`src/rtl/wasm_const_encoder.sv`:
```
// Serialises a typed WebAssembly value into the bytes of the matching *.const
// instruction: optional opcode byte, then a signed LEB128 or raw little-endian IEEE immediate.
module wasm_const_encoder #(
    parameter int EMIT_OPCODE = 1
) (
    input  logic        clk,
    input  logic        reset,
    input  logic [63:0] in_value,
    input  logic [1:0]  in_type,
    input  logic        in_valid,
    output logic        in_ready,
    output logic [7:0]  out_byte,
    output logic        out_valid,
    input  logic        out_ready,
    output logic        out_last
);

    localparam logic [1:0] TYPE_I32 = 2'd0;
    localparam logic [1:0] TYPE_I64 = 2'd1;
    localparam logic [1:0] TYPE_F32 = 2'd2;
    localparam logic [1:0] TYPE_F64 = 2'd3;

    localparam logic [1:0] IDLE    = 2'd0;
    localparam logic [1:0] OPCODE  = 2'd1;
    localparam logic [1:0] PAYLOAD = 2'd2;

    logic [1:0]  state_q, state_d;
    logic [1:0]  type_q, type_d;
    logic [63:0] v_q, v_d;
    logic [2:0]  cnt_q, cnt_d;

    logic               isFloat;
    logic [6:0]         lebBits;
    logic signed [63:0] vShift;
    logic               lebFinal;
    logic [7:0]         rawByte;
    logic               rawLast;
    logic [7:0]         opcodeByte;
    logic               outFire;

    // Float types occupy the upper half of the type encoding.
    assign isFloat  = type_q[1];
    assign lebBits  = v_q[6:0];
    assign vShift   = $signed(v_q) >>> 7;
    assign lebFinal = ((vShift == '0) && !lebBits[6]) || ((vShift == '1) && lebBits[6]);
    assign rawByte  = v_q[{cnt_q, 3'b000} +: 8];
    assign rawLast  = (type_q == TYPE_F32) ? (cnt_q == 3'd3) : (cnt_q == 3'd7);
    assign outFire  = out_valid && out_ready;

    always_comb begin
        case (type_q)
            TYPE_I32: opcodeByte = 8'h41;
            TYPE_I64: opcodeByte = 8'h42;
            TYPE_F32: opcodeByte = 8'h43;
            default:  opcodeByte = 8'h44;
        endcase
    end

    always_comb begin
        in_ready  = 1'b0;
        out_valid = 1'b0;
        out_byte  = 8'h00;
        out_last  = 1'b0;
        case (state_q)
            IDLE: in_ready = 1'b1;
            OPCODE: begin
                out_valid = 1'b1;
                out_byte  = opcodeByte;
            end
            PAYLOAD: begin
                out_valid = 1'b1;
                if (isFloat) begin
                    out_byte = rawByte;
                    out_last = rawLast;
                end else begin
                    out_byte = {!lebFinal, lebBits};
                    out_last = lebFinal;
                end
            end
            default: ;
        endcase
    end

    // Integers shift the working register per byte; floats keep it and step the byte counter.
    always_comb begin
        state_d = state_q;
        type_d  = type_q;
        v_d     = v_q;
        cnt_d   = cnt_q;
        case (state_q)
            IDLE: begin
                if (in_valid) begin
                    type_d = in_type;
                    cnt_d  = 3'd0;
                    case (in_type)
                        TYPE_I32: v_d = {{32{in_value[31]}}, in_value[31:0]};
                        TYPE_F32: v_d = {32'd0, in_value[31:0]};
                        default:  v_d = in_value;
                    endcase
                    state_d = (EMIT_OPCODE != 0) ? OPCODE : PAYLOAD;
                end
            end
            OPCODE: begin
                if (outFire) state_d = PAYLOAD;
            end
            PAYLOAD: begin
                if (outFire) begin
                    if (out_last) state_d = IDLE;
                    if (isFloat) cnt_d = cnt_q + 3'd1;
                    else         v_d   = vShift;
                end
            end
            default: state_d = IDLE;
        endcase
    end

    always_ff @(posedge clk) begin
        if (!reset) begin
            state_q <= IDLE;
            type_q  <= TYPE_I32;
            v_q     <= '0;
            cnt_q   <= '0;
        end else begin
            state_q <= state_d;
            type_q  <= type_d;
            v_q     <= v_d;
            cnt_q   <= cnt_d;
        end
    end

endmodule

```
`config.mk`:
```
export PLATFORM = sky130hd
export DESIGN_NAME = wasm_const_encoder
export DESIGN_NICKNAME = d
export VERILOG_FILES = /design/src/rtl/wasm_const_encoder.sv
export SDC_FILE = /design/constraint.sdc
export NUM_CORES = 1
export LEC_CHECK = 0
export CAP_MARGIN = 40
export CORE_MARGIN = 4
export CORE_UTILIZATION = 57
export DETAILED_ROUTE_END_ITERATION = 6
export PLACE_DENSITY = 0.82
export SLEW_MARGIN = 20
export SYNTH_ARGS = -nofsm -noshare
export SYNTH_HDL_FRONTEND = slang
export SYNTH_SLANG_ARGS = --single-unit
```
`constraint.sdc`:
```
create_clock -name clk -period 6.1 [get_ports clk]
set_clock_uncertainty 0.05 [all_clocks]
set_input_delay 0.915 -clock clk [delete_from_list [all_inputs] [get_ports clk]]
set_output_delay 0.915 -clock clk [all_outputs]
set_load 0.01 [all_outputs]
```
-- Word-level counts from Yosys, hierarchy flattened
Cells that the tools add are included.
- word-level logic and storage cells: 61
- flip-flop bits (word level): 71
- output and inout bits: 11
- input port bits: 70
- shift-type cells: 1
- reductions and logical operators: 17
- bitwise gates (word level): 1
- equality and inequality tests: 14
- mux-type cells: 22
- $add $sub $neg: 1
- operator list (cell ; count):
    $pmux W64 S2 ; 2
    $mux W63 ; 2
    $eq A64 B64 Y1 const B ; 1
    $logic_not A64 Y1 ; 1
    $mux W64 ; 1
    $shiftx A64 B7 Y8 ; 1
    $pmux W8 S2 ; 1
    $ne A2 B2 Y1 const B ; 6
    $reduce_and A4 Y1 ; 3
    $mux W3 ; 3
    $pmux W3 S3 ; 1
    $mux W2 ; 4
    $mux W8 ; 1
    $eq A2 B2 Y1 const B ; 3
    $logic_not A2 Y1 ; 3
    $pmux W2 S3 ; 1
    $pmux W3 S2 ; 1
    $mux W1 ; 5
    $eq A2 B1 Y1 const B ; 2
    $add A3 B1 Y3 const B ; 1
    $eq A3 B2 Y1 const B ; 1
    $eq A3 B3 Y1 const B ; 1
    $logic_and A1 B1 Y1 ; 3
    $reduce_and A3 Y1 ; 1
    other kinds (6) ; 7

-- Logic depth before layout (Yosys ltp)
- word-level depth: 8
- gate-level depth with buffers: 10
- gate-level depth less buffers: 8

-- Least setup slack after synthesis
No wires, ideal clock.
- kind: reg-to-output
- start: register state_q[0]
- end: output port out_byte[3]
- required time: 5135 ps
- path buffers: 2
- data arrival time: 1670 ps
- slack: 3465 ps
- stages on the path, launching flop included: 7
- path through: dfxtp_1 > inv_1 > ha_1 > buf_6 > clkbuf_1 > nand2_1 > a211oi_1
- word-level cells in the longest chain between the ends: 2
- elaborated cells between the ends (all ways): 3
- classes of those cells: eq/ne: 2; mux: 1
- RTL lines (element ; line ; source):
    start, declared ; 27 ; logic [1:0] state_q, state_d;
    start signal, assigned ; 124 ; state_q <= state_d;
    $eq A2 B2 Y1 or $eq A2 B1 Y1 (tied branches) ; 64 ; case (state_q)
    $pmux W8 S2 (*) ; 64 ;
    end, declared ; 12 ; output logic [7:0] out_byte,
Mark *: on every way between the ends. The rest lies on a longest branch, timed or not.

-- Worst setup path after layout
- start: register v_q[9]
- end: output port out_last
- word-level cells in the longest chain between the ends: 5
- elaborated cells between the ends (all ways): 7
- classes of those cells: eq/ne: 1; mux: 2; reduce/logical: 4
- RTL lines (element ; line ; source):
    start, declared ; 29 ; logic [63:0] v_q, v_d;
    start signal, assigned ; 126 ; v_q <= v_d;
    $eq A64 B64 Y1 or $logic_not A64 Y1 (tied branches) ; 45 ; assign lebFinal = ((vShift == '0) && !lebBits[6]) || ((vShift == '1) && lebBits[6]);
    $logic_and A1 B1 Y1 ; 45 ;
    $logic_or A1 B1 Y1 (*) ; 45 ;
    $mux W1 (*) ; 72 ; if (isFloat) begin
    $mux W1 (*) ; 64 ;
    end, declared ; 15 ; output logic out_last
Marks and branches as above.

==> flow_metrics.tcl <==
set metrics [dict create \
    clkPwrFrac_pct 15.8 \
    wire_per_inst_um 19.73 \
    cts_made_buffers 9 \
    n_antenna_cell 0 \
    crit_path_max_fanout 5 \
    syn-instance-count 501 \
    synth.distinct_cells 41 \
    cts_tree "done" \
    syn_nets 578 \
    synthAdderAreaFrac_pct 1.987 \
    fp.dieH_um 95.94 \
    clock_latency_ns 0.35 \
    grt_first_pass_wirelength_mm 20.65 \
    seq_area_frac_synth_pct 32.25 \
    p_per_area_nw_per_um2 442.9 \
    die_w_um 95.94 \
    antenna_found_initial 0 \
    synth_top_family_by_area "compound AO/OA/AOI/OAI gates" \
    met1_usage_pct 39.16 \
    min_from "state_q[1]$_SDFFE_PN0P_" \
    io_buffers 80 \
    vias 4298 \
    io_pins 81 \
    slew_headroom_pct 49.84 \
    syn2layout_area_growth_pct 23.13 \
    yosysWarnings 0 \
    post_cts_buffers 0 \
    antenna_left 0 \
    r2r_slack_ns 3.10 \
    synth_xor_area_share_pct 0.3974 \
    busiest_layer "met2" \
    cp-end-kind "output port" \
    p_switching_w 0.001068 \
    clk_pin_slew_ns 0.08 \
    r2r-end "v_q[28]$_SDFFE_PN0P_" \
    n_fill_cell 576 \
    hold_end "state_q[1]$_SDFFE_PN0P_" \
    swShare_pct 44.43 \
    gr-total-overflow 0 \
    synth_area_sq_um 4408 \
    dieArea_sq_um 9204 \
    final_cells 661 \
    synth.area.mux_share_pct 18.11 \
    drc_errors 0 \
    htreeDepth 3 \
    rsz0062_at_grt "false" \
    reg2reg_depth 9 \
    p_seq_share_pct 41.9 \
    required_ns 5.13 \
    gp_congestion 0.9388 \
    criticalPathCategory "flip-flop to output port" \
    clock_path_buffers 2 \
    finalSetupViolCount 0 \
    drive_above_1_share_pct 8.897 \
    synth_top_cell_area_share_pct 32.25 \
    peakVddDrop_uv 286.0 \
    avgSynthCellArea_sq_um 8.798 \
    cts_sinks 71 \
    place_hpwl_mm 9.138 \
    layout_min_cycle_time_ns 3.760 \
    synth_compound_area_share_pct 24.16 \
    critPathArrivalTime_ns 2.80 \
    crit_path_start_kind "flip-flop" \
    slew_viol_final 0 \
    synth_area_leaders "dfxtp_1 32%, mux2i_1 9.8%, nand2_1 8.5%" \
    min_path_type "flip-flop to flip-flop" \
    routed_wl_mm 13.04 \
    status "finished, final reports clean" \
    core_sq_um 7370 \
    start_util_pct 59.81 \
    fmax_mhz 266.0 \
    grt_pass1_vias 4077 \
    grtUsageMet3_pct 6.646 \
    fin_tns_setup_ns 0 \
    yosysTopAreaCell "dfxtp_1" \
    dp.cells 645 \
    fin_crit_sh_pct 61.64 \
    via_per_inst 6.502 \
    max_cap_violations 0 \
    p_int_w 0.001336 \
    synth_seq_cells 71 \
    synth-simple-area-share_pct 18.08 \
    grtUsageMet2_pct 46.79 \
    tightestPinTransition_ns 0.7514 \
    drtIter0Drc 528 \
    p_comb_share_pct 42.3 \
    min_path_cells 2 \
    drt_pass1_iterations 6 \
    cts_resized 0 \
    hold_viol_final 0 \
    placementRows 31 \
    grt_use_total_pct 29.20 \
    layout.nets 634 \
    p_leak_nw 2.174 \
    cts_root_buffer "clkbuf_8" \
    r2r-start "state_q[0]$_SDFFE_PN0P_" \
    cts_hold_buf 0 \
    grt_max_degree 65 \
]
[layout make-up]
cell class	count	area [sq um]	share of cell area, %
repair buffers	88	879.6	16.21
well taps	99	123.9	2.282
clock inverters	6	60.06	1.106
clock buffers	10	137.6	2.536
multi-input cells	379	2775	51.13
inverters	8	30.03	0.5532
flip-flops and latches	71	1421	26.19
[power groups by stage]
stage          Clock, W  Sequential [W]  Combinational (W)
6_report       0.000380         0.00101            0.00102
2_1_floorplan         0        0.000831           0.000794
4_1_cts        0.000381        0.000977            0.00101
3_5_place_dp          0        0.000986            0.00100
5_1_grt        0.000399         0.00101            0.00113
3_3_place_gp          0        0.000984           0.000957
[routing by layer]
metal / wire length (um) / vias up
met5: 0 / -
met3: 1326 / 43
met2: 6030 / 236
li1: - / 1976
met1: 5346 / 2043
met4: 340 / 0
[cell families after synthesis]
logic type | count (synthesis)
and+or+nand+nor | 167
AOI/OAI and AO/OA | 144
DFF | 71
muxes | 59
buffers and inverters | 51
adders and majority gates | 7
xor gates and xnor gates | 2
[layout by cell type (no fill, tap or decap), drive strengths merged, types with 5 or more instances in the layout]
| master | count |
|---|---|
| clkbuf | 10 |
| nor2 | 10 |
| nand2 | 100 |
| and2 | 10 |
| a21boi | 26 |
| mux4 | 16 |
| o211a | 32 |
| ha | 7 |
| mux2i | 43 |
| dfxtp | 71 |
| buf | 9 |
| inv | 8 |
| clkdlybuf4s50 | 79 |
| o211ai | 25 |
| nand4 | 18 |
| a211oi | 5 |
| a21oi | 35 |
| o21ai | 13 |
| nor4 | 17 |
[stage by stage]
stage	setup WS [ns]	hold WS, ns	power (W)	util [%]	area (sq um)
floorplan	3.465	0.4015	0.001625	-	4408
global placement	2.717	0.4119	0.001941	70.34	5184
detailed placement	2.731	0.4315	0.001991	70.97	5230
CTS	2.396	0.4511	0.002370	73.65	5428
global route	2.278	0.4698	0.002539	73.65	5428
finish	2.340	0.4433	0.002404	73.65	5428
[state kept, by name, summed over array words and instances, names as in the netlist]
register  flops
state_q       2
cnt_q         3
v_q          64
type_q        2
[worst max path at each step]
| stage | start | to | slack (ns) | cells after the start |
|---|---|---|---|---|
| after floorplan | state_q[0]$_SDFFE_PN0P_ | out_byte[3] | 3.47 | 6 |
| after global placement | cnt_q[0]$_SDFFE_PN0P_ | out_byte[6] | 2.72 | 5 |
| after detailed placement | in_valid | v_q[6]$_SDFFE_PN0P_ | 2.73 | 7 |
| after CTS | v_q[9]$_SDFFE_PN0P_ | out_last | 2.40 | 6 |
| after global routing | v_q[9]$_SDFFE_PN0P_ | out_last | 2.28 | 6 |
| final | v_q[9]$_SDFFE_PN0P_ | out_last | 2.34 | 6 |
[critical path: stages (launching register included)]
cell	delay, ns
dfxtp_1	0.37
nor4_1	0.41
nand4_1	0.17
or4_1	0.56
a21oi_2	0.25
o21a_1	0.16
clkdlybuf4s50_1	0.53
[cell usage after synthesis, drive strengths merged]
master and instances:
a22o 1, a22oi 3, o211a 32, nor2b 2
xnor2 2, o31a 1, buf 12, nor4 17
nor3b 2, nand2 100, a21boi 26, mux2i 43
a211oi 5, and2 10, a21oi 35, ha 7
nor3 2, nor2 10, inv 8, nand3 3
dfxtp 71, o21ai 13, a21o 1, nand4 18
clkbuf 31, o21a 2, or4 1, mux4 16
or2 2, o211ai 25
No activity file was read; power rests on OpenSTA's default activity.
==> RTL change, RTL diff (config.mk and constraints unchanged) <==
`v_q` no longer has a reset.
--- a/src/rtl/wasm_const_encoder.sv
+++ b/src/rtl/wasm_const_encoder.sv
@@ -118,15 +118,17 @@
         if (!reset) begin
             state_q <= IDLE;
             type_q  <= TYPE_I32;
-            v_q     <= '0;
             cnt_q   <= '0;
         end else begin
             state_q <= state_d;
             type_q  <= type_d;
-            v_q     <= v_d;
             cnt_q   <= cnt_d;
         end
     end
 
+    always_ff @(posedge clk) begin
+        v_q <= v_d;
+    end
+
 endmodule
 
Formal check against the unedited RTL: same outputs for any inputs over 4 cycles, from zero or initial values and one cycle with reset low; that may be too few to reach the edited logic, so the function may still have changed.
==> RTL change against the original RTL <==
Worst setup slack got worse by 0.45 ns. Utilization rose by 2.9 points. Global-route usage fell by 3.0 points. Power fell by 2.1%. Cell area fell by 3.2%. Sequential cell count did not move. Area after synthesis fell by 7.2%. Routed wire length fell by 15%. Synthesized cell count fell by 30%. Die area fell by 6.6%. Final cell count fell by 20%. Non-clock buffer count fell by 2.
==> RTL change: results (changes against the original RTL) <==
crit path DAT: 3.25 ns (+0.45 ns)
postcts setup bufs: 0 (unchanged)
post-layout net count: 505 (-20%)
Vias: 3,411 (-21%)
Pre-antenna DRT Iters: 4 (-2)
final WL: 11.1 mm (-15%)
IO Port Bufs: 80 (unchanged)
commonest cells in the netlist: edfxtp_1, nand2_1, a21oi_1, mux2_2, nand4_1
Tightest Pin Transition: 0.846 ns (+0.0942 ns)
status: complete, no violations
Synthesized Nets: 430 (-26%)
YS warnings: 0 (unchanged)
Seq/Total Area, Yosys: 50.4% (+18 points)
Detail Placement HPWL: 8.04 mm (-12%)
delay of the slowest cell on the worst path: 0.72 ns (+0.16 ns)
CP delay by family, top: buffers and inverters
drt initial violations: 311 (-41%)
Routability Congestion: 0.901 (-4.0%)
leakage: 1.72 nW (-21%)
Post-synth EDFFs: 64 (+64)
vias in the first global route: 3,211 (-21%)
clk slew on worst S/H paths: 0.08 ns (about the same)
largest net degree at the start of global routing: 58 (-11%)
dpl cell area: 0.00499 mm² (-4.7%)
CTS max path bufs: 2 (unchanged)
Crit Path Max Fanout: 57 (+52)
Root Buffer: clkbuf_8
CP max-delay cell: ha_2
global-route usage over all layers: 26.2% (-3.0 points)
Area contributors post-synth: edfxtp_1, mux2_2, mux4_2
Netlist cell types: 35 (-15%)
VDD IR-drop max: 0.316 mV (+10%)
pre-CTS setup slack: 2.31 ns (-0.422 ns)
global-route wire length before repair: 17.0 mm (-18%)
ant diodes: 0 (unchanged)
GRT overflow: 0 (unchanged)
DRC Markers: 0 (unchanged)
share of cells above drive strength 1: 17.6% (+8.7 points)
RTL change: path summary, 6_finish.rpt:
check / from / endpoint / slack (ns) / depth (start not counted)
worst max-delay path: state_q[0] / out_byte[1] / 1.89 / 7
worst min-delay path: type_q[0] / type_q[0] / 0.43 / 2
worst max register to register: state_q[0] / v_q[31] / 2.96 / 7
worst min register to register: type_q[0] / type_q[0] / 0.43 / 2
RTL change: cell type report:
type / instances / area (µm²)
flip-flops and latches: 71 / 2060
inverters: 8 / 30.0
multi-input cells: 252 / 1920
fillers: 452 / 1610
clock buffers: 9 / 124
repair buffers: 86 / 873
well taps: 96 / 120
clock inverters: 7 / 125
RTL change: where the power goes:
group / switching [mW] / leakage [nW] / internal [mW]
logic: 0.365 / 0.905 / 0.325
clock network: 0.195 / 0.125 / 0.277
registers: 0.312 / 0.685 / 0.879
total: 0.872 / 1.72 / 1.48
RTL change: stage by stage:
step / total power [mW] / instances
final: 2.35 / 529
after global routing: 2.46 / 529
after CTS: 2.32 / 528
after detailed placement: 1.84 / 512
after global placement: 1.81 / 510
after floorplan: 1.52 / 353
RTL change: layer usage:
metal | track usage, % | routed length, µm
met4 | 8.79 | 253
met5 | 0 | 0
met3 | 7.31 | 1050
met1 | 33.9 | 4330
met2 | 42.5 | 5440
RTL change: cell families (layout without fill, tap and decap cells):
| logic type | count (synthesis) | in the layout | share of synthesized area, % |
|---|---|---|---|
| AOI/OAI and AO/OA | 79 | 79 | 10.8 |
| xor gates and xnor gates | 2 | 2 | 0.428 |
| adders and majority gates | 7 | 7 | 2.14 |
| buffers and inverters | 30 | 110 | 2.91 |
| DFF | 71 | 71 | 50.4 |
| muxes | 58 | 58 | 20.2 |
| and+or+nand+nor | 106 | 106 | 13.1 |
